--- src/rtl/instruction_fetch.sv ---
`default_nettype none
// ============================================================================
// Module   : instruction_fetch
// Purpose  : Fetch stage between the PC logic and the decoder. Owns a
//            word-addressed fetch pointer and issues single-outstanding reads
//            to instruction memory over a req/ack handshake. Returned words
//            are buffered, tagged with their address, in a small queue. The
//            queue head is presented to decode through a valid/ready
//            handshake. A taken jump redirects the pointer, flushes the queue
//            and discards any in-flight response.
//
// Ports    : clk          - system clock, all state on rising edge
//            reset        - asynchronous, active-high, clears all state
//            jump         - redirect request, sampled on rising edge
//            jump_addr    - redirect target
//            mem_req      - read request to instruction memory
//            mem_addr     - read address, stable while mem_req is high
//            mem_ack      - memory accepted request, mem_data valid this cycle
//            mem_data     - read data
//            instr_valid  - instr/instr_pc hold a valid instruction
//            instr        - instruction word at the queue head
//            instr_pc     - address of instr
//            instr_ready  - decoder consumes head when instr_valid & instr_ready
//
// Options  : FETCH_BYPASS_EN - when defined, a response arriving in WAIT with
//            the queue empty is shown to decode in the same cycle (0-cycle
//            latency) and is not queued if decode takes it at once.
//
// Revision : 1.0 - initial release
// ============================================================================
module instruction_fetch #(
   parameter int QUEUE_DEPTH = 4,
   parameter int ADDR_WIDTH  = 16,
   parameter int DATA_WIDTH  = 16
) (
   input  logic                  clk,
   input  logic                  reset,
   input  logic                  jump,
   input  logic [ADDR_WIDTH-1:0] jump_addr,
   output logic                  mem_req,
   output logic [ADDR_WIDTH-1:0] mem_addr,
   input  logic                  mem_ack,
   input  logic [DATA_WIDTH-1:0] mem_data,
   output logic                  instr_valid,
   output logic [DATA_WIDTH-1:0] instr,
   output logic [ADDR_WIDTH-1:0] instr_pc,
   input  logic                  instr_ready
);

   localparam int IW = (QUEUE_DEPTH > 1) ? $clog2(QUEUE_DEPTH) : 1;
   localparam int CW = IW + 1;

   localparam logic [CW-1:0] C_DEPTH = CW'(QUEUE_DEPTH);

   localparam logic [1:0] S_IDLE    = 2'd0;
   localparam logic [1:0] S_WAIT    = 2'd1;
   localparam logic [1:0] S_DISCARD = 2'd2;

   logic [1:0]            state_q,      state_d;
   logic [ADDR_WIDTH-1:0] ptr_q,        ptr_d;
   logic                  mem_req_q,    mem_req_d;
   logic [ADDR_WIDTH-1:0] mem_addr_q,   mem_addr_d;
   logic [IW-1:0]         rd_q,         rd_d;
   logic [IW-1:0]         wr_q,         wr_d;
   logic [CW-1:0]         count_q,      count_d;
   logic [DATA_WIDTH-1:0] last_instr_q, last_instr_d;
   logic [ADDR_WIDTH-1:0] last_pc_q,    last_pc_d;

   logic [DATA_WIDTH-1:0] qdata_q [QUEUE_DEPTH];
   logic [ADDR_WIDTH-1:0] qpc_q   [QUEUE_DEPTH];

   logic                  queue_nonempty;
   logic                  queue_pop;
   logic                  queue_push;
   logic                  resp_keep;
   logic                  outstanding_after;
   logic                  bypass_valid;
   logic                  bypass_take;
   logic [ADDR_WIDTH-1:0] issue_base;

`ifdef FETCH_BYPASS_EN
   // A jump at this edge drops the response, so it must not be offered.
   assign bypass_valid = (state_q == S_WAIT) && (count_q == '0) && mem_ack && !jump;
`else
   assign bypass_valid = 1'b0;
`endif
   assign bypass_take = bypass_valid & instr_ready;

   assign queue_nonempty    = (count_q != '0);
   assign queue_pop         = queue_nonempty & instr_ready & ~jump;
   assign resp_keep         = (state_q == S_WAIT) & mem_req_q & mem_ack & ~jump;
   assign queue_push        = resp_keep & ~bypass_take;
   // True when the current request will still be pending after this edge.
   assign outstanding_after = mem_req_q & ~mem_ack;
   assign issue_base        = jump ? jump_addr : ptr_q;

   always_comb begin
      state_d      = state_q;
      ptr_d        = ptr_q;
      mem_req_d    = mem_req_q;
      mem_addr_d   = mem_addr_q;
      rd_d         = rd_q;
      wr_d         = wr_q;
      count_d      = count_q;
      last_instr_d = last_instr_q;
      last_pc_d    = last_pc_q;

      // Queue pointers and occupancy after this edge's push and pop.
      if (jump) begin
         rd_d    = '0;
         wr_d    = '0;
         count_d = '0;
      end else begin
         if (queue_push) wr_d = wr_q + IW'(1);
         if (queue_pop)  rd_d = rd_q + IW'(1);
         count_d = count_q + CW'(queue_push) - CW'(queue_pop);
      end

      // Remember the last word handed to decode so instr/instr_pc hold
      // their value once the queue runs empty.
      if (queue_pop) begin
         last_instr_d = qdata_q[rd_q];
         last_pc_d    = qpc_q[rd_q];
      end else if (bypass_take) begin
         last_instr_d = mem_data;
         last_pc_d    = mem_addr_q;
      end

      // Request control. An outstanding request is never withdrawn; a jump
      // while one is pending only marks its response for discard.
      if (outstanding_after) begin
         if (jump) begin
            state_d = S_DISCARD;
            ptr_d   = jump_addr;
         end
      end else if (count_d < C_DEPTH) begin
         mem_req_d  = 1'b1;
         mem_addr_d = issue_base;
         ptr_d      = issue_base + ADDR_WIDTH'(1);
         state_d    = S_WAIT;
      end else begin
         mem_req_d = 1'b0;
         state_d   = S_IDLE;
      end
   end

   always_ff @(posedge clk or posedge reset) begin
      if (reset) begin
         state_q      <= S_IDLE;
         ptr_q        <= '0;
         mem_req_q    <= 1'b0;
         mem_addr_q   <= '0;
         rd_q         <= '0;
         wr_q         <= '0;
         count_q      <= '0;
         last_instr_q <= '0;
         last_pc_q    <= '0;
      end else begin
         state_q      <= state_d;
         ptr_q        <= ptr_d;
         mem_req_q    <= mem_req_d;
         mem_addr_q   <= mem_addr_d;
         rd_q         <= rd_d;
         wr_q         <= wr_d;
         count_q      <= count_d;
         last_instr_q <= last_instr_d;
         last_pc_q    <= last_pc_d;
      end
   end

   // Queue storage needs no reset: occupancy alone defines which slots hold data.
   always_ff @(posedge clk) begin
      if (queue_push) begin
         qdata_q[wr_q] <= mem_data;
         qpc_q[wr_q]   <= mem_addr_q;
      end
   end

   assign mem_req     = mem_req_q;
   assign mem_addr    = mem_addr_q;
   assign instr_valid = queue_nonempty | bypass_valid;

   always_comb begin
      instr    = last_instr_q;
      instr_pc = last_pc_q;
      if (bypass_valid) begin
         instr    = mem_data;
         instr_pc = mem_addr_q;
      end else if (queue_nonempty) begin
         instr    = qdata_q[rd_q];
         instr_pc = qpc_q[rd_q];
      end
   end

endmodule
`default_nettype wire
--- config.mk ---
export PLATFORM = sky130hd
export DESIGN_NAME = instruction_fetch
export DESIGN_NICKNAME = d
export VERILOG_FILES = /design/src/rtl/instruction_fetch.sv
export SDC_FILE = /design/constraint.sdc
export NUM_CORES = 1
export LEC_CHECK = 0
export BUFFER_PORTS_ARGS = -buffer_cell sky130_fd_sc_hd__buf_2
export CELL_PAD_IN_SITES_DETAIL_PLACEMENT = 2
export CELL_PAD_IN_SITES_GLOBAL_PLACEMENT = 2
export CORE_MARGIN = 8
export CORE_UTILIZATION = 45
export CTS_BUF_LIST = sky130_fd_sc_hd__clkbuf_4 sky130_fd_sc_hd__clkbuf_8
export CTS_CLUSTER_SIZE = 24
export DETAILED_ROUTE_END_ITERATION = 16
export MAX_ROUTING_LAYER = met4
export PLACE_DENSITY_LB_ADDON = 0.1
export SYNTH_ARGS = -nofsm -noshare
export SYNTH_HDL_FRONTEND = slang
export SYNTH_SLANG_ARGS = --single-unit
--- constraint.sdc ---
create_clock -name clk -period 3.8 [get_ports clk]
set_input_delay 0.95 -clock clk [delete_from_list [all_inputs] [get_ports clk]]
set_output_delay 0.95 -clock clk [all_outputs]
set_load 0.03 [all_outputs]
==> flow_metrics.py, run 1 <==
metrics = {
    "layout": {
        "fin_nets": 702,
        "final.fill_count": 1796,
        "utilization": 0.537,
        "layout-drive-gt1-share": 0.439,
        "area_growth_pct": 17.8,
        "seq_area_um2": 5700,
        "final_cell_mix": "edfxtp_1 (128), buf_2 (86), dfrtp_1 (72), mux2_2 (69), clkbuf_8 (38)",
        "final_common_cell": "edfxtp_1",
        "multi_input_area_um2": 2920,
    },
    "global_route": {
        "overflow": 0,
        "antenna_found_initial": 1,
        "grt_use_total": 0.202,
        "grt_pass1_wl_um": 36100,
        "grt_max_degree": 39,
        "grt_pass1_vias": 6222,
    },
    "setup_path": {
        "r2r_cells": 12,
        "cp.required_ps": 2850,
        "end_kind": "primary output",
        "critPathKind": "flip-flop to primary output",
        "cp.arrival_ps": 2460,
        "cp_max_fo": 26,
        "critical_path.endpoint": "instr_pc[11]",
        "worst-r2r-setup-slack_ps": 590,
        "cp-start-kind": "flip-flop",
        "reg2reg_to": "ptr_q[6]",
        "critPathLaunch": "rd_q[0]",
        "reg2reg_from": "count_q[1]",
    },
    "synth": {
        "synthSimpleGateAreaFrac": 0.0620,
        "synth_top_family_by_area": "multiplexers",
        "synthAdderAreaFrac": 0.0122,
        "syn_inst": 536,
        "synth_compound_area_frac": 0.0442,
        "synthMuxAreaShare": 0.193,
        "synthXorXnorAreaFrac": 0.0177,
        "synth-edff-count": 128,
        "synth.distinct_cells": 57,
        "async_flop_share": 0.366,
        "yosysWarnings": 0,
        "syn_area_um2": 8820,
        "synth_flop_cell": "edfxtp_1",
        "avgSynthCellArea_um2": 16.5,
        "ys_seq_elements": 202,
        "syn_nets": 581,
        "seq_area_frac_synth": 0.646,
    },
    "sta": {
        "hold_viol_final": 0,
        "rsz0062_at_grt": "false",
        "fmax_ghz": 0.293,
        "tns_ps": 0,
        "skew_ps": 23.8,
        "drv_slew": 0,
        "setup_viol": 0,
        "fin_crit_sh": 0.899,
        "tightest_slew_ps": 782,
        "max_slew_margin": 0.479,
        "fin_crit_ps": 3410,
    },
    "floorplan": {
        "core_um2": 19300,
        "die-width_um": 156,
        "start_util": 0.456,
        "placement_rows": 51,
        "die_h_um": 156,
        "ios": 87,
        "dieArea_um2": 24300,
    },
    "route": {
        "num_vias": 5168,
        "dr.pass1.iters": 4,
        "wl_um": 22600,
        "ant_nets": 0,
        "post_drt_wl_per_cell_um": 23.8,
        "drt_iter0_markers": 208,
        "drc_errors": 0,
        "via_per_inst": 5.44,
    },
    "clock_tree": {
        "ctsResizeCount": 0,
        "root_buffer": "clkbuf_8",
        "cts.sinks": 202,
        "htreeDepth": 2,
        "cts.clk_slew.worst_paths_ps": 60,
        "cts_buffers": 35,
        "tritoncts": "done",
        "clk_latency_ps": 530,
        "cts_buffer_depth": 3,
        "hold_buffers": 0,
        "post_cts_buffers": 0,
    },
    "pwr": {
        "p_leak_uw": 0.00392,
        "vdd_ir_drop_max_mv": 0.510,
        "powerDensity_nw_per_um2": 806,
    },
    "placement": {
        "port_buffers": 86,
        "hpwl_um": 15500,
        "gp_congestion": 0.805,
    },
    "flow_run": {
        "cap_viol_max_count": 0,
    },
    "hold_path": {
        "hp-class": "input port to asynchronous set/reset pin",
    },
    "run_status": {
        "outcome": "completed",
    },
}
==> cells in the mapped netlist, types with 3 or more instances <==
| master | instances | area [um^2] |
|---|---|---|
| edfxtp_1 | 128 | 3840 |
| mux2_2 | 69 | 777 |
| a211oi_1 | 8 | 60.1 |
| nor2b_1 | 5 | 31.3 |
| nor2_1 | 13 | 48.8 |
| nand2b_1 | 5 | 31.3 |
| buf_6 | 4 | 45.0 |
| buf_2 | 12 | 60.1 |
| ha_1 | 7 | 87.6 |
| o21ai_0 | 19 | 95.1 |
| mux2_1 | 3 | 33.8 |
| nor3_1 | 3 | 15.0 |
| dfrtp_1 | 74 | 1850 |
| xor2_1 | 11 | 96.3 |
| clkbuf_1 | 10 | 37.5 |
| mux2i_1 | 16 | 160 |
| a21oi_1 | 8 | 40.0 |
| nand4_1 | 4 | 25.0 |
| nand3b_1 | 4 | 30.0 |
| mux4_2 | 32 | 721 |
| and2_1 | 6 | 37.5 |
| xnor2_1 | 4 | 35.0 |
| nand3_1 | 11 | 55.1 |
| nand2_1 | 31 | 116 |
| nand4b_1 | 3 | 26.3 |
| inv_1 | 11 | 41.3 |
==> power by group <==
group / switching (uW) / total, uW / internal [uW]
registers: 376 / 3230 / 2860
clock network: 904 / 2080 / 1180
logic: 1850 / 3060 / 1210
==> layout make-up <==
| type | count | area share |
|---|---|---|
| inverter | 12 | 0.00446 |
| antenna | 1 | 0.000241 |
| timing repair buffer | 113 | 0.0633 |
| tap | 265 | 0.0319 |
| clock inverter | 15 | 0.0123 |
| sequential | 202 | 0.548 |
| clock buffer | 49 | 0.0583 |
| multi-input combinational | 293 | 0.281 |
==> flip-flops by register name, indices dropped and copies added (netlist names) <==
| register | flops |
|---|---|
| mem_req | 1 |
| last_pc_q | 16 |
| state_q | 2 |
| mem_addr | 16 |
| wr_q | 2 |
| rd_q | 2 |
| qpc_q | 64 |
| ptr_q | 16 |
| qdata_q | 64 |
| last_instr_q | 16 |
| count_q | 3 |
==> metal layers <==
layer / up-vias / share of wire / global-route usage
met5: - / 0 / -
met4: 0 / 0.015 / 0.0624
met3: 27 / 0.036 / 0.0346
met2: 105 / 0.53 / 0.354
met1: 2744 / 0.42 / 0.232
li1: 2292 / - / -
==> critical path, cell delays in order, from the launching register on <==
cell	delay, ps
dfrtp_2	570
buf_12	290
mux4_2	560
mux2_2	310
buf_2	190
==> worst min-delay path by stage <==
| stage | to | slack [ps] | cells after the start |
|---|---|---|---|
| floorplan | state_q[1] | 450 | 2 |
| global placement | last_pc_q[15] | 470 | 1 |
| detailed placement | last_pc_q[15] | 480 | 1 |
| CTS | rd_q[1] | 350 | 2 |
| global route | rd_q[1] | 350 | 2 |
| finish | rd_q[1] | 360 | 2 |
==> through the flow <==
| step | std cells | total power [uW] | hold slack, ps | setup slack, ps | instance area, um^2 |
|---|---|---|---|---|---|
| finish | 950 | 8370 | 364 | 385 | 10400 |
| global route | 950 | 8800 | 355 | 254 | 10400 |
| CTS | 949 | 8510 | 348 | 327 | 10400 |
| detailed placement | 885 | 6380 | 483 | 139 | 9650 |
| global placement | 885 | 6210 | 466 | 228 | 9650 |
| floorplan | 536 | 5380 | 452 | 65.8 | 8820 |
==> kinds of logic after synthesis <==
| group | after synthesis |
|---|---|
| XOR/XNOR | 16 |
| adder cells (fa/ha/maj) | 8 |
| multiplexers | 121 |
| AND/OR/NAND/NOR | 96 |
| buffers and inverters | 41 |
| AO/OA/AOI/OAI | 52 |
| flip-flops | 202 |
No activity file was read; power rests on OpenSTA's default activity.
==> run 2: changes to the inputs <==
- BUFFER_PORTS_ARGS: -buffer_cell sky130_fd_sc_hd__buf_2 -> default
- CORE_UTILIZATION: 45 -> 49
- DONT_BUFFER_PORTS: default -> 1
==> flow_metrics.py, run 2 (synthesized netlist as in run 1, its figures left out) <==
metrics = {
    "route": {
        "post_drt_wl_per_cell_um": 25.9,
        "drt_iter0_markers": 226,
        "drc_errors": 0,
        "num_vias": 4739,
        "ant_nets": 0,
        "via_per_inst": 5.84,
        "wl_um": 21000,
        "dr.pass1.iters": 4,
    },
    "sta": {
        "tns_ps": 0,
        "setup_viol": 0,
        "skew_ps": 10.5,
        "max_slew_margin": 0.394,
        "fmax_ghz": 0.304,
        "drv_slew": 0,
        "rsz0062_at_grt": "false",
        "hold_viol_final": 0,
        "fin_crit_ps": 3290,
        "tightest_slew_ps": 909,
        "fin_crit_sh": 0.865,
    },
    "clock_tree": {
        "cts.sinks": 202,
        "cts_buffer_depth": 3,
        "root_buffer": "clkbuf_8",
        "clk_latency_ps": 500,
        "ctsResizeCount": 0,
        "hold_buffers": 0,
        "post_cts_buffers": 0,
        "cts_buffers": 35,
        "tritoncts": "done",
        "cts.clk_slew.worst_paths_ps": 50,
        "htreeDepth": 2,
    },
    "global_route": {
        "overflow": 0,
        "antenna_found_initial": 0,
        "grt_pass1_wl_um": 33200,
        "grt_pass1_vias": 5593,
        "grt_max_degree": 63,
        "grt_use_total": 0.202,
    },
    "floorplan": {
        "die_h_um": 150,
        "dieArea_um2": 22600,
        "start_util": 0.494,
        "placement_rows": 49,
        "die-width_um": 150,
        "core_um2": 17800,
        "ios": 87,
    },
    "layout": {
        "final_cell_area_um2": 9810,
        "area_growth_pct": 11.1,
        "final_cell_mix": "edfxtp_1 (128), dfrtp_1 (72), mux2_2 (69), clkbuf_8 (39), mux4_2 (32)",
        "final_common_cell": "edfxtp_1",
        "fin_nets": 602,
        "final.fill_count": 1578,
        "layout-drive-gt1-share": 0.338,
        "antennaDiodeCount": 0,
        "top_regs": "qdata_q (64), qpc_q (64)",
    },
    "pwr": {
        "vdd_ir_drop_max_mv": 0.624,
        "p_leak_uw": 0.00348,
        "powerDensity_nw_per_um2": 799,
    },
    "placement": {
        "gp_congestion": 0.799,
        "placed_area_um2": 9110,
        "port_buffers": 0,
        "hpwl_um": 13800,
    },
    "setup_path": {
        "critPathKind": "flip-flop to primary output",
        "cp.arrival_ps": 2340,
        "end_kind": "primary output",
        "cp-start-kind": "flip-flop",
        "cp.required_ps": 2850,
        "cp_max_fo": 29,
    },
    "flow_run": {
        "cap_viol_max_count": 0,
    },
    "run_status": {
        "outcome": "completed",
    },
    "hold_path": {
        "hp-class": "input port to asynchronous set/reset pin",
    },
}
-- run 2: changes by cell type in the layout (fill, tap and decap cells not counted), sizes merged --
cell,previous run,this run
inv,12,11
diode,1,0
clkbuf,49,56
buf,113,13
bufinv,2,0
clkinv,12,6
-- run 2: per-layer routing --
metal	part of all wire	vias to the layer above	track usage
met5	0	-	-
met2	0.51	108	0.336
met1	0.40	2508	0.236
met4	0.021	0	0.0630
li1	-	2091	-
met3	0.063	32	0.0565
-- run 2: power breakdown --
group          internal, uW  switching (uW)  leakage, uW
logic                   948            1520      0.00107
registers              2850             579      0.00204
clock network          1100             837     0.000367
-- run 2: through the flow --
step                      total power [uW]  setup WS [ps]  utilization  hold slack [ps]  std cells
final                                 7840            513        0.550              316        811
after global routing                  8270            257        0.550              329        811
after CTS                             7990            441        0.550              302        811
after detailed placement              6000            185        0.511              476        749
after global placement                5840            274        0.511              463        749
after floorplan                       5380           65.8            -              452        536
-- run 2: final cells by class --
class	count	area, um^2	area share
inverter	12	46.3	0.00472
sequential	202	5700	0.581
clock buffer	56	664	0.0678
clock inverter	6	26.3	0.00268
timing repair buffer	13	160	0.0163
tap	229	287	0.0292
multi-input combinational	293	2920	0.298
-- run 2: critical path, stage by stage, from the launching register on --
cell and delay, ps:
dfrtp_2 550, buf_12 290, mux4_2 580, mux2_2 370
-- run 2: worst paths after layout --
check / from / to / slack [ps] / cells after the start
max: rd_q[0] / instr_pc[2] / 510 / 3
min: reset / ptr_q[1] / 320 / 1
max reg2reg: mem_req / ptr_q[10] / 510 / 13
min reg2reg: last_pc_q[15] / last_pc_q[15] / 490 / 1
max in group asynchronous: reset / last_instr_q[1] / 2710 / 2
min in group clk: last_pc_q[15] / last_pc_q[15] / 490 / 1
==> run 3: changes to the inputs <==
- CORE_UTILIZATION: 49 -> 47
- CTS_BUF_LIST: sky130_fd_sc_hd__clkbuf_4 sky130_fd_sc_hd__clkbuf_8 -> sky130_fd_sc_hd__clkbuf_16
==> flow_metrics.py, run 3 (synthesized netlist as in run 1, its figures left out) <==
metrics = {
    "run_status": {
        "outcome": "completed",
    },
    "floorplan": {
        "core_um2": 18600,
        "ios": 87,
        "start_util": 0.475,
        "die_h_um": 153,
        "placement_rows": 50,
        "dieArea_um2": 23400,
        "die-width_um": 153,
    },
    "sta": {
        "rsz0062_at_grt": "false",
        "fin_crit_ps": 3410,
        "fmax_ghz": 0.293,
        "setup_viol": 0,
        "tightest_slew_ps": 817,
        "skew_ps": 10.0,
        "fin_crit_sh": 0.899,
        "hold_viol_final": 0,
        "drv_slew": 0,
        "hold_ws_ps": 466,
        "max_slew_margin": 0.454,
    },
    "placement": {
        "placed_area_um2": 9140,
        "dp_cells": 756,
        "port_buffers": 0,
        "gp_congestion": 0.774,
        "hpwl_um": 13400,
    },
    "layout": {
        "final.fill_count": 1626,
        "layout-drive-gt1-share": 0.301,
        "finalNonFillerCells": 796,
        "top_regs": "qdata_q (64), qpc_q (64)",
        "final_cell_area_um2": 9800,
        "antennaDiodeCount": 0,
        "fin_nets": 591,
        "area_growth_pct": 11.1,
        "seq_area_um2": 5700,
        "final_cell_mix": "edfxtp_1 (128), dfrtp_1 (72), mux2_2 (69), mux4_2 (32), nand2_1 (31)",
        "final_common_cell": "edfxtp_1",
        "multi_input_area_um2": 2920,
    },
    "setup_path": {
        "cp-start-kind": "flip-flop",
        "critPathLaunch": "mem_req",
        "slowest_stage": "dfrtp_1",
        "path_cells": "nand4b_1 > nor2_2 > inv_1 > ha_1 > inv_1 > ha_1 > fa_1 > xor3_2 > nor3_4 > buf_4 > a21oi_1 > a211oi_1",
        "critPathKind": "flip-flop to flip-flop",
        "cp.required_ps": 4200,
        "cp_max_fo": 7,
        "end_kind": "flip-flop",
        "cp.arrival_ps": 3810,
        "reg2reg_from": "mem_req",
        "crit_path_max_incr_delay_ps": 560,
        "crit_family": "simple AND/OR/NAND/NOR gates",
        "crit_buf_inv": 3,
    },
    "global_route": {
        "overflow": 0,
        "grt_pass1_vias": 5392,
        "grt_pass1_wl_um": 32200,
        "grt_max_degree": 63,
        "grt_use_total": 0.181,
        "antenna_found_initial": 0,
    },
    "clock_tree": {
        "root_buffer": "clkbuf_16",
        "cts.sinks": 202,
        "cts_buffer_depth": 3,
        "post_cts_buffers": 0,
        "clk_latency_ps": 500,
        "hold_buffers": 0,
        "htreeDepth": 1,
        "cts_buffers": 22,
        "ctsResizeCount": 0,
        "tritoncts": "done",
        "cts.clk_slew.worst_paths_ps": 60,
    },
    "hold_path": {
        "hp-class": "input port to asynchronous set/reset pin",
    },
    "route": {
        "dr.pass1.iters": 4,
        "drt_iter0_markers": 193,
        "via_per_inst": 5.85,
        "post_drt_wl_per_cell_um": 25.2,
        "num_vias": 4656,
        "ant_nets": 0,
        "wl_um": 20100,
        "drc_errors": 0,
    },
    "pwr": {
        "p_leak_uw": 0.00347,
        "vdd_ir_drop_max_mv": 0.436,
        "powerDensity_nw_per_um2": 799,
    },
    "flow_run": {
        "cap_viol_max_count": 0,
    },
}
-- run 3: changes by cell type in the layout (fill, tap and decap cells not counted) --
cell	previous run	this run
clkbuf_8	39	0
clkbuf_16	0	22
clkbuf_4	17	0
inv_1	10	16
buf_4	8	10
clkinv_1	5	7
clkinv_2	1	3
bufinv_16	0	1
clkinv_8	0	1
-- run 3: layer usage --
layer / vias to the layer above / GRT usage / wire length, um
met5: - / - / 0
met4: 0 / 0.0363 / 247
met3: 24 / 0.0429 / 1100
met2: 69 / 0.306 / 10200
met1: 2501 / 0.218 / 8530
li1: 2062 / - / -
-- run 3: area by class of cell --
| cell class | count | share of cell area |
|---|---|---|
| Clock buffer | 22 | 0.0562 |
| Clock inverter | 18 | 0.0115 |
| Sequential cell | 202 | 0.581 |
| Multi-Input combinational cell | 293 | 0.298 |
| Timing Repair Buffer | 15 | 0.0179 |
| Inverter | 12 | 0.00472 |
| Tap cell | 234 | 0.0299 |
-- run 3: power by group --
part | switching, uW | leakage, uW | internal (uW)
registers | 564 | 0.00204 | 2850
logic | 1500 | 0.00109 | 955
clock network | 835 | 0.000343 | 1120
total | 2900 | 0.00347 | 4930
-- run 3: worst paths after layout --
path	endpoint	slack (ps)	cells past startpoint
hold reg to reg	last_pc_q[15]	490	1
max in group asynchronous	last_pc_q[15]	2660	2
hold / removal	ptr_q[1]	470	1
setup / recovery	ptr_q[4]	390	12
min in group clk	last_pc_q[15]	490	1
setup reg to reg	ptr_q[4]	390	12
-- run 3: stage by stage --
step | setup TNS (ps) | utilization | power (uW) | setup WS [ps]
after floorplan | 0 | - | 5380 | 65.8
after global placement | 0 | 0.492 | 5840 | 240
after detailed placement | -8.24 | 0.492 | 5960 | -8.24
after CTS | 0 | 0.527 | 7950 | 351
after global routing | 0 | 0.527 | 8210 | 192
final | 0 | 0.527 | 7830 | 385
